`src/rtl/fpnew_noncomp_resp.sv`:
```
//------------------------------------------------------------------------------
// fpnew_noncomp_resp
//
// Response buffer for the non-computational FP unit. Each incoming result is
// formatted to the core writeback width as it enters a 2-entry FIFO:
// classifications are zero-extended and carry no flags, while other results
// are widened by replicating extension_bit_i above the FP value. The head entry
// is presented to the core with a valid/ready handshake. Popped status flags
// accumulate into a sticky fflags register that a flush does not disturb.
//
// Ports
//   clk_i, rst_ni      clock, asynchronous active-low reset
//   in_valid_i/o_ready unit-side handshake (in_ready_o depends on state only)
//   result_i, status_i raw FP result and {NV,DZ,OF,UF,NX} flags
//   extension_bit_i    fill value for bits XLEN-1:WIDTH
//   class_mask_i       classification mask, used when is_class_i=1
//   tag_i              operation tag carried alongside the result
//   flush_i            drop buffered and incoming results
//   out_valid_o/i_ready core-side handshake
//   result_o, status_o, tag_o  head entry of the FIFO
//   fflags_o, fflags_clr_i     sticky flags and their clear
//   busy_o             at least one response is buffered
//------------------------------------------------------------------------------
module fpnew_noncomp_resp #(
   parameter int unsigned WIDTH     = 32,
   parameter int unsigned XLEN      = 64,
   parameter int unsigned TAG_WIDTH = 4
) (
   input  logic                 clk_i,
   input  logic                 rst_ni,
   input  logic                 in_valid_i,
   output logic                 in_ready_o,
   input  logic [WIDTH-1:0]     result_i,
   input  logic [4:0]           status_i,
   input  logic                 extension_bit_i,
   input  logic [9:0]           class_mask_i,
   input  logic                 is_class_i,
   input  logic [TAG_WIDTH-1:0] tag_i,
   input  logic                 flush_i,
   output logic                 out_valid_o,
   input  logic                 out_ready_i,
   output logic [XLEN-1:0]      result_o,
   output logic [4:0]           status_o,
   output logic [TAG_WIDTH-1:0] tag_o,
   output logic [4:0]           fflags_o,
   input  logic                 fflags_clr_i,
   output logic                 busy_o
);

   // Widen a unit result to the writeback width.
   function automatic logic [XLEN-1:0] fmt_result(
      input logic             is_class,
      input logic [9:0]       mask,
      input logic [WIDTH-1:0] res,
      input logic             ext
   );
      logic [XLEN-1:0] v;
      if (is_class) begin
         v       = '0;
         v[9:0]  = mask;
      end else begin
         v              = {XLEN{ext}};
         v[WIDTH-1:0]   = res;
      end
      return v;
   endfunction

   logic [1:0]           r_count;
   logic                 r_rd_ptr;
   logic                 r_wr_ptr;
   logic [XLEN-1:0]      r_data   [2];
   logic [4:0]           r_status [2];
   logic [TAG_WIDTH-1:0] r_tag    [2];
   logic [4:0]           r_fflags;

   logic                 w_push;
   logic                 w_pop;
   logic [1:0]           w_count_next;
   logic [XLEN-1:0]      w_fmt_result;
   logic [4:0]           w_fmt_status;
   logic [4:0]           w_fflags_next;

   assign in_ready_o  = (r_count != 2'd2);
   assign out_valid_o = (r_count != 2'd0);
   assign busy_o      = (r_count != 2'd0);
   assign result_o    = r_data[r_rd_ptr];
   assign status_o    = r_status[r_rd_ptr];
   assign tag_o       = r_tag[r_rd_ptr];
   assign fflags_o    = r_fflags;

   // Flush suppresses both handshakes in the cycle it is asserted.
   assign w_push = in_valid_i & in_ready_o & ~flush_i;
   assign w_pop  = out_valid_o & out_ready_i & ~flush_i;

   // Format the incoming result; classifications never raise flags.
   always_comb begin
      w_fmt_result = fmt_result(is_class_i, class_mask_i, result_i, extension_bit_i);
      if (is_class_i) begin
         w_fmt_status = 5'd0;
      end else begin
         w_fmt_status = status_i;
      end
   end

   // Occupancy update; simultaneous push and pop leaves the count unchanged.
   always_comb begin
      w_count_next = r_count;
      if (flush_i) begin
         w_count_next = 2'd0;
      end else if (w_push && !w_pop) begin
         w_count_next = r_count + 2'd1;
      end else if (w_pop && !w_push) begin
         w_count_next = r_count - 2'd1;
      end else begin
         w_count_next = r_count;
      end
   end

   // Sticky flags: clear first, then OR in the flags of the popped entry so a
   // same-cycle clear and pop keeps exactly the popped flags.
   always_comb begin
      w_fflags_next = fflags_clr_i ? 5'd0 : r_fflags;
      if (w_pop) begin
         w_fflags_next = w_fflags_next | status_o;
      end else begin
         w_fflags_next = w_fflags_next;
      end
   end

   // Occupancy count and read/write pointers.
   always_ff @(posedge clk_i or negedge rst_ni) begin
      if (!rst_ni) begin
         r_count  <= 2'd0;
         r_rd_ptr <= 1'b0;
         r_wr_ptr <= 1'b0;
      end else if (flush_i) begin
         r_count  <= 2'd0;
         r_rd_ptr <= 1'b0;
         r_wr_ptr <= 1'b0;
      end else begin
         r_count <= w_count_next;
         if (w_pop) begin
            r_rd_ptr <= ~r_rd_ptr;
         end
         if (w_push) begin
            r_wr_ptr <= ~r_wr_ptr;
         end
      end
   end

   // FIFO storage; written only on an accepted push so idle payload is ignored.
   always_ff @(posedge clk_i or negedge rst_ni) begin
      if (!rst_ni) begin
         for (int i = 0; i < 2; i++) begin
            r_data[i]   <= '0;
            r_status[i] <= 5'd0;
            r_tag[i]    <= '0;
         end
      end else if (w_push) begin
         r_data[r_wr_ptr]   <= w_fmt_result;
         r_status[r_wr_ptr] <= w_fmt_status;
         r_tag[r_wr_ptr]    <= tag_i;
      end
   end

   // Sticky flag register; flush deliberately has no effect here.
   always_ff @(posedge clk_i or negedge rst_ni) begin
      if (!rst_ni) begin
         r_fflags <= 5'd0;
      end else begin
         r_fflags <= w_fflags_next;
      end
   end

endmodule

```
`config.mk`:
```
export PLATFORM = sky130hd
export DESIGN_NAME = fpnew_noncomp_resp
export DESIGN_NICKNAME = d
export VERILOG_FILES = /design/src/rtl/fpnew_noncomp_resp.sv
export SDC_FILE = /design/constraint.sdc
export NUM_CORES = 1
export LEC_CHECK = 0
export CAP_MARGIN = 20
export CELL_PAD_IN_SITES_DETAIL_PLACEMENT = 1
export CELL_PAD_IN_SITES_GLOBAL_PLACEMENT = 1
export CORE_UTILIZATION = 37
export CTS_CLUSTER_SIZE = 12
export DETAILED_ROUTE_END_ITERATION = 6
export GPL_TIMING_DRIVEN = 0
export PLACE_DENSITY_LB_ADDON = 0.1
export SLEW_MARGIN = 10
export SYNTH_ARGS = -nofsm -noshare
export SYNTH_HDL_FRONTEND = slang
export SYNTH_SLANG_ARGS = --single-unit
```
`constraint.sdc`:
```
create_clock -name clk_i -period 2.7 [get_ports clk_i]
set_input_delay 0.81 -clock clk_i [delete_from_list [all_inputs] [get_ports clk_i]]
set_output_delay 0.81 -clock clk_i [all_outputs]
set_load 0.005 [all_outputs]
```
Word level (Yosys, flattened, before mapping):

Cells that the tools add are included.

* RAM bits: 0
* input bits: 59
* flip-flop bits (word level): 155
* output and inout port bits: 81
* word-level logic and storage cells: 64
* bits in read-only memories: 0
* latch bits: 0
* memories: 0

* equality and inequality tests: 1
* bitwise logic cells: 10
* reductions and logical operators: 9
* shift-type cells: 0
* $lt $le $gt $ge: 3
* $mul: 0
* muxes and demuxes: 29
* $add $sub $neg: 2
* divide/modulo/power cells: 0

Operator list (number)
* $mux 64: 5
* $bwmux 128: 1
* $demux 64 s1: 1
* $mux 5: 7
* $mux 4: 4
* $bwmux 10: 1
* $bwmux 8: 1
* $mux 2: 3
* $reduce_bool 2->1: 3
* $demux 5 s1: 1
* $or 5x5->5: 1
* $and 1x1->1: 4
* $demux 4 s1: 1
* $ge 2x2->1 const B: 2
* $mux 1: 4
* $not 1->2: 2
* $logic_and 1x1->1: 3
* $not 1->1: 3
* $reduce_bool 3->1: 1
* $add 2x1->2 const B: 1
* $logic_not 1->1: 2
* $lt 2x1->1 const B: 1
* $ne 2x2->1 const B: 1
* $sub 2x1->2 const B: 1

Logic depth before layout (Yosys ltp):

Gate-level depths: netlist (run 1).

* depth after elaboration: 8
* mapped depth: 5
* mapped depth without buffers: 4

Worst setup path after synthesis (run 1):

Ideal clock, no wire load.

* path kind: flip-flop to output port
* from: register r_rd_ptr
* to: output port result_o[33]
* required time: 1.890 ns
* slack: 0.159 ns
* arrival: 1.731 ns
* stages on the path, launching flop included: 6
* path buffers: 4
* cells stage by stage: dfrtp_1 > clkbuf_1 > buf_2 > buf_2 > mux2_2 > buf_4

* longest elaborated chain between the ends: 4

Ends and longest elaborated chain
* start, declared: RTL line 69 `logic r_rd_ptr;`
* start signal, assigned: RTL line 143 `r_rd_ptr <= ~r_rd_ptr;`
* $not 1->2 (not written as such): RTL line 86 `assign result_o = r_data[r_rd_ptr];`
* $mux 64 (not written as such) (3 in series): RTL line 86
* end, declared: RTL line 42 `output logic [XLEN-1:0] result_o,`

No other way between the ends. The select of a mux whose other input is x is not followed.

Final worst setup path (run 1):

* from: register r_rd_ptr
* to: output port result_o[16]

The elaborated chain is that of the path after synthesis.

==> results of run 1 <==
Yosys cell counts:
master	number
nor4_4	1
nor2b_1	28
nor2b_2	1
buf_2	3
inv_2	1
a21oi_1	4
or2_2	2
mux2i_1	1
o21ai_0	2
buf_4	36
xor2_1	1
a21o_1	1
nand4b_2	1
buf_6	4
mux2_2	128
clkbuf_1	6
mux2_1	8
nand3b_1	1
nor2_1	2
or3_1	1
dfrtp_1	93
a22o_1	5
nor3b_1	1
inv_1	2
o211ai_1	1
sequential cells by signal, indices dropped and copies added, names as in the netlist:
signal    count
r_data       66
r_status     10
r_tag         8
fflags_o      5
r_count       2
r_rd_ptr      1
r_wr_ptr      1
timing repair:
action,4_1_cts,5_1_grt
setup buffers,12,2
gates resized for setup,82,11
setup endpoints to repair,69,15
gates cloned,3,0
worst max-delay path, cell delays in order (launching register included):
cell             delay, ps
dfrtp_2                420
buf_6                  140
clkbuf_16              160
mux2_2                 340
clkdlybuf4s50_1        440
path summary, 6_finish.rpt:
check | slack (ps) | to
max in group asynchronous | 1560 | r_tag[5]
worst max register to register | 860 | r_tag[6]
worst max-delay path | 40 | result_o[16]
min in group clk_i | 480 | r_data[73]
worst min register to register | 480 | r_data[73]
worst min-delay path | 480 | r_count[0]
logic make-up (layout without fill, tap and decap cells):
logic type	count (synthesis)	count (layout)
multiplexers	137	140
flip-flops	93	93
buffers and inverters	52	219
AND/OR/NAND/NOR	38	38
AO/OA/AOI/OAI	13	13
XOR/XNOR	1	1
stage by stage:
stage                     setup TNS [ps]   util  total power (W)  std cells
after floorplan                        0      -          0.00249        334
after global placement           -282200  0.513          0.00317        640
after detailed placement          -39600  0.515          0.00322        641
after CTS                          -14.1  0.554          0.00457        670
after global routing               -24.6  0.557          0.00476        672
final                                  0  0.557          0.00451        672
area by class of cell:
type                    instances  area (um^2)
multi-input cells             192         1950
well taps                     168          210
inverters                       3         11.3
repair buffers                153         1520
fillers                      1238         5340
flip-flops and latches         93         2330
clock buffers                  14          264
clock inverters                 1         30.0
plain buffers                  48          407
routing by layer:
| metal | global-route usage | up-vias | part of all wire |
|---|---|---|---|
| li1 | - | 1481 | - |
| met3 | 0.0377 | 16 | 0.044 |
| met5 | 0 | - | 0 |
| met4 | 0.0781 | 0 | 0.017 |
| met1 | 0.231 | 1598 | 0.42 |
| met2 | 0.347 | 86 | 0.51 |
cell usage in the layout (no fill, tap or decap), types with 4 or more instances in the layout:
cell type | netlist | routed
a21oi_1 | 4 | 4
a22o_1 | 5 | 5
buf_4 | 36 | 58
buf_6 | 4 | 17
clkbuf_1 | 6 | 7
clkbuf_16 | 0 | 10
clkdlybuf4s50_1 | 0 | 96
dfrtp_1 | 93 | 92
dlygate4sd2_1 | 0 | 11
dlymetal6s2s_1 | 0 | 9
mux2_1 | 8 | 8
mux2_2 | 128 | 127
mux2_4 | 0 | 4
nor2b_1 | 28 | 28
power groups by stage:
stage | sequential (W) | clock (W) | combinational, W
3_3_place_gp | 0.00181 | 0 | 0.00135
3_5_place_dp | 0.00184 | 0 | 0.00138
5_1_grt | 0.00186 | 0.00135 | 0.00155
2_1_floorplan | 0.00179 | 0 | 0.000698
4_1_cts | 0.00182 | 0.00129 | 0.00145
6_report | 0.00183 | 0.00126 | 0.00143
==> metrics.md, run 1 <==
| Metric | Value |
|---|---|
| Tmin final | 2660 ps |
| Die Span X | around 110 um |
| Vias/cell | between 4 and 5 |
| Cell variety after synth | 25 |
| Tot GR Track Use | 0.195 |
| Worst VDD drop | 0.315 mV |
| RD Place Congestion | 0.711 |
| Top Ports | 140 |
| Post-DP HPWL | 7660 um |
| Post-synthesis simple-gate area fraction | 0.0569 |
| Largest family of logic cells by synthesized area | multiplexers |
| H-tree depth | 3 |
| Post-synth top area cell | dfrtp_1 |
| Synth top area cells | dfrtp_1, mux2_2, buf_4 |
| DRC errors left | 0 |
| Sw Ratio | 0.244 |
| Slew @ Worst Pin | 671 ps |
| Rel. slew slack | 0.553 |
| P_int | around 0.0034 W |
| Largest net degree at the start of global routing | 48 |
| Clock power share | 0.278 |
| Synth-to-layout area growth | 46.3% |
| Seq/Total Area, Yosys | 0.507 |
| Post-synthesis register bit count | 93 |
| DP Worst Slack | -781 ps |
| Crit end category | output pin |
| Post-synthesis mux area share | 0.336 |
| Initial DRC Count | 53 |
| Die Y | about 110 um |
| Clock Path Buffers | 2 |
| Yosys top cell area share | 0.507 |
| CTS tree | yes |
| Fin. max-slew vios | 0 |
| Crit path kind | flip-flop to output pin |
| Row count | 40 |
| MaxCap Viol Count | 0 |
| Initial Util | 0.381 |
| Crit. Startpoint | r_rd_ptr |
| Final setup fails | 0 |
| Status | complete, no violations |
| Sw Pwr | approximately 0.0011 W |
| Ys Warns | 0 |
| Combinational share of power | 0.317 |
| Reg2reg start | r_count[1] |
| Final wirelength | about 11000 um |
| Worst Reg-to-Reg Cells | 4 |
| Fin worst setup slack | 38.1 ps |
| Compound-Gate Fraction of Synth Area | 0.0193 |
| Hold Worst Slack | around 480 ps |
| Worst Skew | roughly 6.6 ps |
| Initial antenna violation count | 0 |
| Placed Instance Area | roughly 6200 um^2 |
| Hold Path Class | input port to async pin |
| Number of global-route vias before repair | approximately 3600 |
| Leakage | roughly 3.1 nW |
| Clock-pin slew on the worst setup and hold paths | around 60 ps |
| Cell Pwr Density | about 670 nW/um^2 |
| Syn Std Cell Area | approximately 4600 um^2 |
| Buffers on Ports | between 100 and 150 |
| Syn avg cell area | around 14 um^2 |
| Layout cells sized above 1 | 0.454 |
| Num CTS Buffers | 9 |
| Synth Area in Adders | 0 |
| ANT cells | 0 |
| Worst Path Max Fanout | 10 |
| TritonCTS sink count | between 90 and 100 |
| Later-pin clock latency in the skew report | around 340 ps |
| Final instance area | ~6700 um^2 |
| Startpoint Class | flip-flop |
| Gr ovfl total | 0 |
| CP arrival | 1850 ps |
| Hold buffer count at CTS | 0 |
| First-pass GRT wire length | between 15000 and 20000 um |
| Post-synthesis xor/xnor area fraction | 0.00191 |
| Vias after detailed routing | approximately 3200 |
| Die Area | ~13000 um^2 |
| Hold Fails Final Rpt | 0 |
| Net count, final | roughly 560 |
| WL per Instance | between 15 and 20 um |
| Sequential share of power | 0.404 |
| Req. time, crit path | 1890 ps |
| Clock root buffer | clkbuf_16 |
| Drt pass-1 iters | 2 |
| Final period util | 0.986 |
| Routed Antenna Nets | 0 |
| Fmax | approximately 380 MHz |
| Synth Instances | 334 |
| CORE AREA | between 10000 and 15000 um^2 |
| Syn Nets | 393 |
No activity file was read; power rests on OpenSTA's default activity.
==> inputs of run 2 (changes only) <==
- SETUP_SLACK_MARGIN: default -> 0.3
==> run 2 against run 1 <==
Against the previous run: via count increased by 4.4%; combinational power increased by 16%; sequential cell count is the same; critical path depth grew 3; cell area up 5.5%; worst hold slack worse by 34 ps.
==> metrics.md, run 2 (synthesis gave the netlist of run 1 again) <==
| Metric | Value |
|---|---|
| Die Y | roughly 110 um |
| Hold Fails Final Rpt | 0 |
| Sequential share of power | 0.388 |
| Gr ovfl total | 0 |
| RSZ-0062 raised after global routing | yes |
| Clock root buffer | clkbuf_16 |
| Clock Path Buffers | 2 |
| DRC errors left | 0 |
| Grt met1 use | 0.248 |
| CTS tree | yes |
| Clock-pin slew on the worst setup and hold paths | 70 ps |
| Top Usage Layer GRT | met2 |
| Highest-delay cell along the critical path | dfrtp_1 |
| Multi-input combinational cell area | ~2000 um^2 |
| Layout cells sized above 1 | 0.581 |
| Total negative slack | 0 ps |
| CORE AREA | 12100 um^2 |
| Worst Path Max Fanout | 6 |
| Biggest regs | r_data (66), r_status (10), r_tag (8) |
| Cell Pwr Density | roughly 660 nW/um^2 |
| Final setup fails | 0 |
| Initial antenna violation count | 0 |
| P_int | approximately 0.0035 W |
| Tot GR Track Use | 0.216 |
| Vias after detailed routing | 3322 |
| Clock power share | 0.259 |
| Top Ports | 140 |
| Most frequent cells in the layout | mux2_2, buf_6, dfrtp_1, clkdlybuf4s50_1, nor2b_1 |
| MaxCap Viol Count | 0 |
| Critical path, cell by cell | buf_8 > buf_12 > buf_12 > mux2_4 > buf_6 > buf_6 > buf_6 |
| Register with the most flip-flops | r_data |
| CP peak stage delay | between 300 and 400 ps |
| Fin. max-slew vios | 0 |
| WL per Instance | 19.1 um |
| Rel. slew slack | 0.511 |
| FF/Latch Area | between 2000 and 2500 um^2 |
| Crit end category | output pin |
| Met3 Usage GRT | 0.0388 |
| Fmax | approximately 380 MHz |
| H-tree depth | 3 |
| Routed Antenna Nets | 0 |
| Worst Skew | roughly 9.9 ps |
| Number of global-route vias before repair | about 3700 |
| Final period util | 0.980 |
| Met2 GRT Util | 0.398 |
| Post-DP HPWL | roughly 7700 um |
| First-pass GRT wire length | between 20000 and 25000 um |
| Die Area | 12900 um^2 |
| Row count | 40 |
| Worst VDD drop | approximately 0.32 mV |
| Die Span X | roughly 110 um |
| Commonest non-fill, non-tap cell in the layout | mux2_2 |
| Req. time, crit path | around 1900 ps |
| Largest net degree at the start of global routing | between 50 and 60 |
| Num CTS Buffers | 9 |
| Drt pass-1 iters | 4 |
| RD Place Congestion | about 0.70 |
| Fin worst setup slack | ~53 ps |
| Hold Worst Slack | about 450 ps |
| DP Worst Slack | -483 ps |
| Final wirelength | approximately 13000 um |
| CP arrival | 1840 ps |
| Slew @ Worst Pin | approximately 730 ps |
| ANT cells | 0 |
| Crit path kind | flip-flop to output pin |
| Sw Ratio | 0.261 |
| Initial DRC Count | between 70 and 80 |
| Synth-to-layout area growth | 54.4% |
| Status | complete, no violations |
| Net count, final | 583 |
| Startpoint Class | flip-flop |
| Leakage | around 3.3 nW |
| Vias/cell | roughly 4.8 |
| Initial Util | 0.381 |
| Crit-path most repeated cell | buf_6 |
| Buffers on Ports | approximately 140 |
| Combinational share of power | 0.353 |
| Sw Pwr | 0.00123 W |
| Total Power | 0.00471 W |
| Hold Path Class | input port to async pin |
| Max reg flops | 66 |
| # fillers | 1211 |
| TritonCTS sink count | 93 |
| Tmin final | approximately 2600 ps |
| Later-pin clock latency in the skew report | 350 ps |
[run 2: cell count changes in the layout (fill, tap and decap cells not counted), sizes merged]
cell	delta
buf	+59
clkdlybuf4s50	-34
clkbuf	+18
dlygate4sd2	-9
dlymetal6s2s	-8
clkdlybuf4s15	-2
bufinv	-1
clkinv	+1
[run 2: what timing repair did]
item | in CTS | in global routing
buffers inserted | 29 | 7
endpoints found under the hold margin | 0 | 0
gates resized for setup | 348 | 57
hold buffers | 0 | 0
pin swaps | 1 | 0
setup endpoints to repair | 115 | 75
cloned | 3 | 1
[run 2: final timing paths]
check | cells after the start | slack (ps) | startpoint | end
min in group clk_i | 1 | 490 | r_data[73] | r_data[73]
setup reg to reg | 6 | 980 | r_count[0] | r_data[27]
hold / removal | 1 | 450 | rst_ni | fflags_o[3]
hold reg to reg | 1 | 490 | r_data[73] | r_data[73]
max in group asynchronous | 2 | 1590 | rst_ni | r_data[90]
setup / recovery | 7 | 50 | r_rd_ptr | result_o[33]
[run 2: final cells by class]
type | count | area share
clock inverter | 1 | 0.000706
timing repair buffer | 176 | 0.243
tap | 168 | 0.0297
multi-input combinational | 192 | 0.281
buffer | 49 | 0.0771
clock buffer | 14 | 0.0387
sequential | 93 | 0.329
inverter | 3 | 0.00159
[run 2: power by group through the flow]
| stage | clock network [W] | logic (W) | registers, W |
|---|---|---|---|
| after floorplan | 0 | 0.000700 | 0.00179 |
| after CTS | 0.00124 | 0.00159 | 0.00182 |
| after global routing | 0.00131 | 0.00177 | 0.00187 |
| after global placement | 0 | 0.00135 | 0.00181 |
| final | 0.00122 | 0.00166 | 0.00183 |
| after detailed placement | 0 | 0.00138 | 0.00183 |
[run 2: worst max-delay path, delay by kind of cell, from the launching register on]
kind / cells / cell delay (ps)
buf+inv: 6 / 730
flops: 1 / 390
mux: 1 / 360
[run 2: through the flow]
| step | utilization | area [um^2] | instances |
|---|---|---|---|
| finish | 0.588 | 7090 | 696 |
| global placement | 0.513 | 6190 | 640 |
| global route | 0.588 | 7090 | 696 |
| CTS | 0.580 | 7000 | 688 |
| floorplan | - | 4600 | 334 |
| detailed placement | 0.515 | 6210 | 641 |
[run 2: metal layers]
layer,part of all wire,wire [um],vias to the layer above
met5,0,0,-
met4,0.022,292,0
met3,0.039,525,21
met2,0.54,7240,93
met1,0.39,5250,1687
li1,-,-,1521
